<file path="src/rtl/scc_mem_dump_if.sv">
// Memory-read and record-stream bundle for the scc_mem_dump engine.
// The master side is the dump engine; the slave side is the memory plus the record sink.
interface scc_mem_dump_if #(
    parameter int unsigned ADDR_W = 32,
    parameter int unsigned DATA_W = 32
);
    logic              mem_rd_en;
    logic [ADDR_W-1:0] mem_rd_addr;
    logic [DATA_W-1:0] mem_rd_data;

    logic              rec_valid;
    logic              rec_ready;
    logic [ADDR_W-1:0] rec_addr;
    logic [DATA_W-1:0] rec_data;
    logic              rec_last;

    modport master (
        output mem_rd_en, mem_rd_addr, rec_valid, rec_addr, rec_data, rec_last,
        input  mem_rd_data, rec_ready
    );

    modport slave (
        input  mem_rd_en, mem_rd_addr, rec_valid, rec_addr, rec_data, rec_last,
        output mem_rd_data, rec_ready
    );
endinterface

</file>
<file path="src/rtl/scc_mem_dump.sv">
// Halt-triggered data-memory dump engine: streams one (address, value) record per word.
// Optional macro SCC_DUMP_SKIP_ZERO_EN suppresses zero words and adds the skip_cnt output.
module scc_mem_dump #(
    parameter int unsigned       ADDR_W     = 32,
    parameter int unsigned       DATA_W     = 32,
    parameter logic [ADDR_W-1:0] START_ADDR = 32'h0000_0000,
    parameter logic [ADDR_W-1:0] END_ADDR   = 32'h0000_0FFC,
    parameter int unsigned       ADDR_STEP  = 4
) (
    input  logic                  clk,
    input  logic                  rst,
    input  logic                  clk_en,
    input  logic                  halt_f,
    scc_mem_dump_if.master        bus,
    output logic                  busy,
    output logic                  done
`ifdef SCC_DUMP_SKIP_ZERO_EN
    ,
    output logic [ADDR_W-1:0]     skip_cnt
`endif
);

    localparam logic [ADDR_W-1:0] STEP        = ADDR_W'(ADDR_STEP);
    localparam bit                EMPTY_RANGE = (END_ADDR < START_ADDR);

    typedef enum logic [2:0] {
        S_IDLE,
        S_READ,
        S_WAIT,
        S_OUT,
        S_DONE
    } state_e;

    state_e            state_q, state_d;
    logic              halt_q;
    logic [ADDR_W-1:0] addr_q, addr_d;
    logic [ADDR_W-1:0] rec_addr_q, rec_addr_d;
    logic [DATA_W-1:0] rec_data_q, rec_data_d;
    logic              rec_last_q, rec_last_d;
    logic              halt_rise;
    logic              skip_word;

    assign halt_rise = halt_f && !halt_q;

`ifdef SCC_DUMP_SKIP_ZERO_EN
    logic [ADDR_W-1:0] skip_cnt_q;

    // The final word is never skipped so the sink always receives a terminating record.
    assign skip_word = (state_q == S_WAIT) && (bus.mem_rd_data == '0) && (addr_q != END_ADDR);

    always_ff @(posedge clk or posedge rst) begin
        if (rst) begin
            skip_cnt_q <= '0;
        end else if (clk_en && skip_word) begin
            skip_cnt_q <= skip_cnt_q + ADDR_W'(1);
        end
    end

    assign skip_cnt = skip_cnt_q;
`else
    assign skip_word = 1'b0;
`endif

    always_comb begin
        // NOTE: every signal gets its hold value first so no path through the case infers a latch.
        state_d    = state_q;
        addr_d     = addr_q;
        rec_addr_d = rec_addr_q;
        rec_data_d = rec_data_q;
        rec_last_d = rec_last_q;

        unique case (state_q)
            S_IDLE: begin
                if (halt_rise) begin
                    state_d = EMPTY_RANGE ? S_DONE : S_READ;
                end
            end
            S_READ: state_d = S_WAIT;
            S_WAIT: begin
                if (skip_word) begin
                    addr_d  = addr_q + STEP;
                    state_d = S_READ;
                end else begin
                    rec_addr_d = addr_q;
                    rec_data_d = bus.mem_rd_data;
                    rec_last_d = (addr_q == END_ADDR);
                    state_d    = S_OUT;
                end
            end
            S_OUT: begin
                // Compare before incrementing so the address can never wrap past END_ADDR.
                if (bus.rec_ready) begin
                    if (addr_q == END_ADDR) begin
                        state_d = S_DONE;
                    end else begin
                        addr_d  = addr_q + STEP;
                        state_d = S_READ;
                    end
                end
            end
            S_DONE:  state_d = S_DONE;
            default: state_d = S_IDLE;
        endcase
    end

    always_ff @(posedge clk or posedge rst) begin
        if (rst) begin
            state_q    <= S_IDLE;
            halt_q     <= 1'b0;
            addr_q     <= START_ADDR;
            rec_addr_q <= '0;
            rec_data_q <= '0;
            rec_last_q <= 1'b0;
        end else if (clk_en) begin
            // NOTE: non-blocking assignments so every register samples pre-edge values.
            state_q    <= state_d;
            halt_q     <= halt_f;
            addr_q     <= addr_d;
            rec_addr_q <= rec_addr_d;
            rec_data_q <= rec_data_d;
            rec_last_q <= rec_last_d;
        end
    end

    // Outputs decode straight from state so an asserted rst clears them without a clock.
    assign bus.mem_rd_en   = (state_q == S_READ);
    assign bus.mem_rd_addr = (state_q == S_READ) ? addr_q : '0;
    assign bus.rec_valid   = (state_q == S_OUT);
    assign bus.rec_addr    = rec_addr_q;
    assign bus.rec_data    = rec_data_q;
    assign bus.rec_last    = (state_q == S_OUT) && rec_last_q;
    assign busy            = (state_q == S_READ) || (state_q == S_WAIT) || (state_q == S_OUT);
    assign done            = (state_q == S_DONE);

endmodule

</file>
<file path="src/flat_wrapper.sv">
// flat-port wrapper written by rule: the top's interface ports become plain ports
module scc_mem_dump_flat 
#(
    parameter int unsigned       ADDR_W     = 32,
    parameter int unsigned       DATA_W     = 32,
    parameter logic [ADDR_W-1:0] START_ADDR = 32'h0000_0000,
    parameter logic [ADDR_W-1:0] END_ADDR   = 32'h0000_0FFC,
    parameter int unsigned       ADDR_STEP  = 4
)
  (clk, rst, clk_en, halt_f, busy, done, bus_mem_rd_en, bus_mem_rd_addr, bus_rec_valid, bus_rec_addr, bus_rec_data, bus_rec_last, bus_mem_rd_data, bus_rec_ready);
  scc_mem_dump_if #(.ADDR_W(ADDR_W), .DATA_W(DATA_W)) bus_i ();
  input  logic clk;
  input  logic rst;
  input  logic clk_en;
  input  logic halt_f;
  output logic busy;
  output logic done;
  output wire logic [$bits(bus_i.mem_rd_en)-1:0] bus_mem_rd_en;
  output wire logic [$bits(bus_i.mem_rd_addr)-1:0] bus_mem_rd_addr;
  output wire logic [$bits(bus_i.rec_valid)-1:0] bus_rec_valid;
  output wire logic [$bits(bus_i.rec_addr)-1:0] bus_rec_addr;
  output wire logic [$bits(bus_i.rec_data)-1:0] bus_rec_data;
  output wire logic [$bits(bus_i.rec_last)-1:0] bus_rec_last;
  input wire logic [$bits(bus_i.mem_rd_data)-1:0] bus_mem_rd_data;
  input wire logic [$bits(bus_i.rec_ready)-1:0] bus_rec_ready;
  assign bus_mem_rd_en = bus_i.mem_rd_en;
  assign bus_mem_rd_addr = bus_i.mem_rd_addr;
  assign bus_rec_valid = bus_i.rec_valid;
  assign bus_rec_addr = bus_i.rec_addr;
  assign bus_rec_data = bus_i.rec_data;
  assign bus_rec_last = bus_i.rec_last;
  assign bus_i.mem_rd_data = bus_mem_rd_data;
  assign bus_i.rec_ready = bus_rec_ready;
  scc_mem_dump #(.ADDR_W(ADDR_W), .DATA_W(DATA_W), .START_ADDR(START_ADDR), .END_ADDR(END_ADDR), .ADDR_STEP(ADDR_STEP)) u_core (.clk(clk), .rst(rst), .clk_en(clk_en), .halt_f(halt_f), .bus(bus_i), .busy(busy), .done(done));
endmodule
</file>
<file path="config.mk">
export PLATFORM = sky130hd
export DESIGN_NAME = scc_mem_dump_flat
export DESIGN_NICKNAME = d
export VERILOG_FILES = /design/src/rtl/scc_mem_dump_if.sv /design/src/rtl/scc_mem_dump.sv /design/src/flat_wrapper.sv
export SDC_FILE = /design/constraint.sdc
export NUM_CORES = 1
export LEC_CHECK = 0
export ABC_AREA = 1
export BUFFER_PORTS_ARGS = -buffer_cell sky130_fd_sc_hd__buf_2
export CORE_MARGIN = 5
export CORE_UTILIZATION = 52
export CTS_CLUSTER_DIAMETER = 100
export DETAILED_ROUTE_END_ITERATION = 10
export PLACE_DENSITY = 0.81
export SETUP_SLACK_MARGIN = 0.4
export SLEW_MARGIN = 0
export SYNTH_ARGS = -nofsm -noshare
export SYNTH_HDL_FRONTEND = slang
export SYNTH_SLANG_ARGS = --single-unit
</file>
<file path="constraint.sdc">
create_clock -name clk -period 3.9 [get_ports clk]
set_input_delay 0.39 -clock clk [delete_from_list [all_inputs] [get_ports clk]]
set_output_delay 0.39 -clock clk [all_outputs]
set_load 0.005 [all_outputs]
</file>
==> impl_metrics.py <==
metrics = {
    "global_routing": {
        "grt_max_degree": 95,
        "grt_pass1_wl_um": 20100,
        "grt_pass1_vias": 4249,
        "overflow": 0,
        "antenna_found_initial": 0,
        "track_usage": 0.220,
    },
    "worst_setup_path": {
        "critPathRequiredTime_ns": 3.51,
        "crit_family": "buffers and inverters",
        "crit_fanout": 30,
        "cp.arrival_ns": 2.08,
        "worstPathCellList": "nor3_1, inv_1, nor2_1, buf_2",
        "cp.buffers_inverters": 2,
        "max_stage_delay_ns": 0.49,
        "path_class": "flop to primary output",
        "endpoint_kind": "primary output",
        "start_kind": "flop",
        "critPathSlowestCell": "inv_1",
    },
    "yosys": {
        "syn_inst": 610,
        "async_reset_ff_frac": 1.00,
        "yosys_warnings": 0,
        "synth_edf_count": 0,
        "synth-seq-area-share": 0.497,
        "ys_ff_latch": 97,
        "synth_top_flop_cell": "dfrtp_1",
        "ys_types": 24,
        "syn_avg_cell_area_um2": 8.01,
        "synth_area_mm2": 0.00489,
    },
    "timing": {
        "period_minus_slack_ns": 2.47,
        "max_freq_mhz": 405,
        "maxSlewViolCount": 0,
        "grt_setup_unrepaired": "false",
        "worstMarginPinSlew_ns": 1.01,
        "clock_skew_ns": 0.0105,
        "final.period_utilization": 0.633,
        "tns_ns": 0,
        "slew_headroom": 0.326,
        "setup_viol_count_final": 0,
        "final_hold_viol_count": 0,
    },
    "finish": {
        "ff_latch_area_mm2": 0.00243,
        "drive_gt1_frac": 0.268,
        "final_common_cell": "nand2_1",
        "synthToLayoutAreaGrowth_pct": 17.5,
        "nets": 772,
        "n_fill_cell": 780,
        "fin_util": 0.624,
        "diodes": 0,
        "final_cell_mix": "nand2_1, buf_2, dfrtp_1",
        "multi_input_area_mm2": 0.00214,
    },
    "job": {
        "cap_violations": 0,
    },
    "route": {
        "drt-total-wl_um": 12100,
        "postRouteAntennaNets": 0,
        "dr_total_vias": 4346,
        "viasPerCell": 5.11,
        "drc": 0,
        "first_pass_iters": 8,
        "drtIter0Drc": 292,
        "avgRoutedWirePerCell_um": 14.3,
    },
    "cts": {
        "clk_pin_slew_ns": 0.10,
        "htreeDepth": 3,
        "clock_path_buffers": 2,
        "clock-sinks": 97,
        "clkLatencyLatePin_ns": 0.37,
        "cts_root_buf": "clkbuf_8",
        "cts_tree": "yes",
        "post_cts_resized": 0,
        "cts_setup_buffers": 0,
        "hold_buffers": 0,
        "cts_made_buffers": 9,
    },
    "worst_hold_path": {
        "min_path_type": "input pin to async pin",
    },
    "placement": {
        "hpwl_um": 9140,
        "place.gp.congestion": 0.984,
        "io_buffers": 133,
    },
    "floorplanning": {
        "row_count": 35,
        "design.die.area_mm2": 0.0114,
        "num_io_pins": 138,
        "core-area_mm2": 0.00920,
        "initial_utilization": 0.531,
        "die_w_um": 107,
        "die_h_um": 107,
    },
    "power": {
        "p_per_area_mw_per_mm2": 470,
        "peakVddDrop_mv": 0.204,
        "leakage_nw": 2.98,
    },
    "run_status": {
        "status": "finished clean",
    },
}
-- worst reg2reg max path, cell delays in order (launching register included) --
cell and delay, ns:
dfrtp_1 0.45, nor2_1 0.26, nand3_4 0.76, mux2_2 0.63
-- Yosys cell counts, types with 5 or more instances --
cell type | n | share of area
nor2_1 | 91 | 0.070
nand2_1 | 225 | 0.17
o21ai_0 | 38 | 0.039
nand3_1 | 19 | 0.019
xor2_1 | 12 | 0.022
buf_4 | 5 | 0.0077
dfrtp_1 | 97 | 0.50
clkbuf_1 | 6 | 0.0046
buf_6 | 6 | 0.014
mux2_2 | 32 | 0.074
inv_1 | 46 | 0.035
buf_2 | 7 | 0.0072
-- state kept, by name, indices dropped and copies added, names as in the netlist --
| name | cells |
|---|---|
| u_core.bus.rec_data | 32 |
| u_core.addr_q | 30 |
| u_core.bus.rec_addr | 30 |
| u_core.state_q | 3 |
| u_core.halt_q | 1 |
| u_core.rec_last_q | 1 |
-- through the flow --
stage / setup WS (ns) / instance area (um2) / total power [mW] / hold WS, ns / instances
floorplan: 0.976 / 4900 / 1.82 / 0.453 / 613
global placement: 1.82 / 5560 / 2.08 / 0.464 / 834
detailed placement: 1.72 / 5560 / 2.13 / 0.469 / 834
CTS: 1.43 / 5740 / 2.72 / 0.173 / 850
global route: 1.21 / 5740 / 2.88 / 0.209 / 850
finish: 1.43 / 5740 / 2.70 / 0.144 / 850
-- metal layers --
layer | track usage | vias to the layer above | part of all wire
li1 | - | 2135 | -
met1 | 0.278 | 2018 | 0.42
met2 | 0.379 | 172 | 0.49
met3 | 0.0500 | 21 | 0.073
met4 | 0.0612 | 0 | 0.016
met5 | 0 | - | 0
-- cell type report --
type,instances,share of cell area
clock buffers,10,0.0222
flip-flops and latches,97,0.423
clock inverters,6,0.00894
repair buffers,134,0.117
multi-input cells,444,0.372
well taps,111,0.0242
inverters,48,0.0320
-- power breakdown --
group          total, mW  leakage, nW  switching (mW)  internal [mW]
registers           1.33         1.28           0.126           1.21
clock network      0.597       0.0810           0.357          0.240
logic              0.765         1.62           0.409          0.356
-- path summary, 6_finish.rpt --
kind	start	endpoint	slack, ns	depth (start not counted)
max reg2reg	u_core.state_q[0]	u_core.bus.rec_data[31]	1.70	3
min	rst	u_core.bus.rec_data[31]	0.14	2
max in group asynchronous	rst	u_core.bus.rec_data[29]	2.82	3
max	u_core.state_q[1]	bus_mem_rd_addr[14]	1.43	4
min in group clk	bus_mem_rd_data[28]	u_core.bus.rec_data[28]	0.25	2
min reg2reg	u_core.bus.rec_addr[28]	u_core.bus.rec_addr[28]	0.49	2
-- cell families after synthesis --
logic type                 share of synthesized area
AOI/OAI and AO/OA                             0.0410
xor gates and xnor gates                      0.0215
adders and majority gates                    0.00256
buffers and inverters                         0.0704
DFF                                            0.497
muxes                                         0.0738
other                                       0.000768
and+or+nand+nor                                0.293
(Power assumes the default switching activity.)
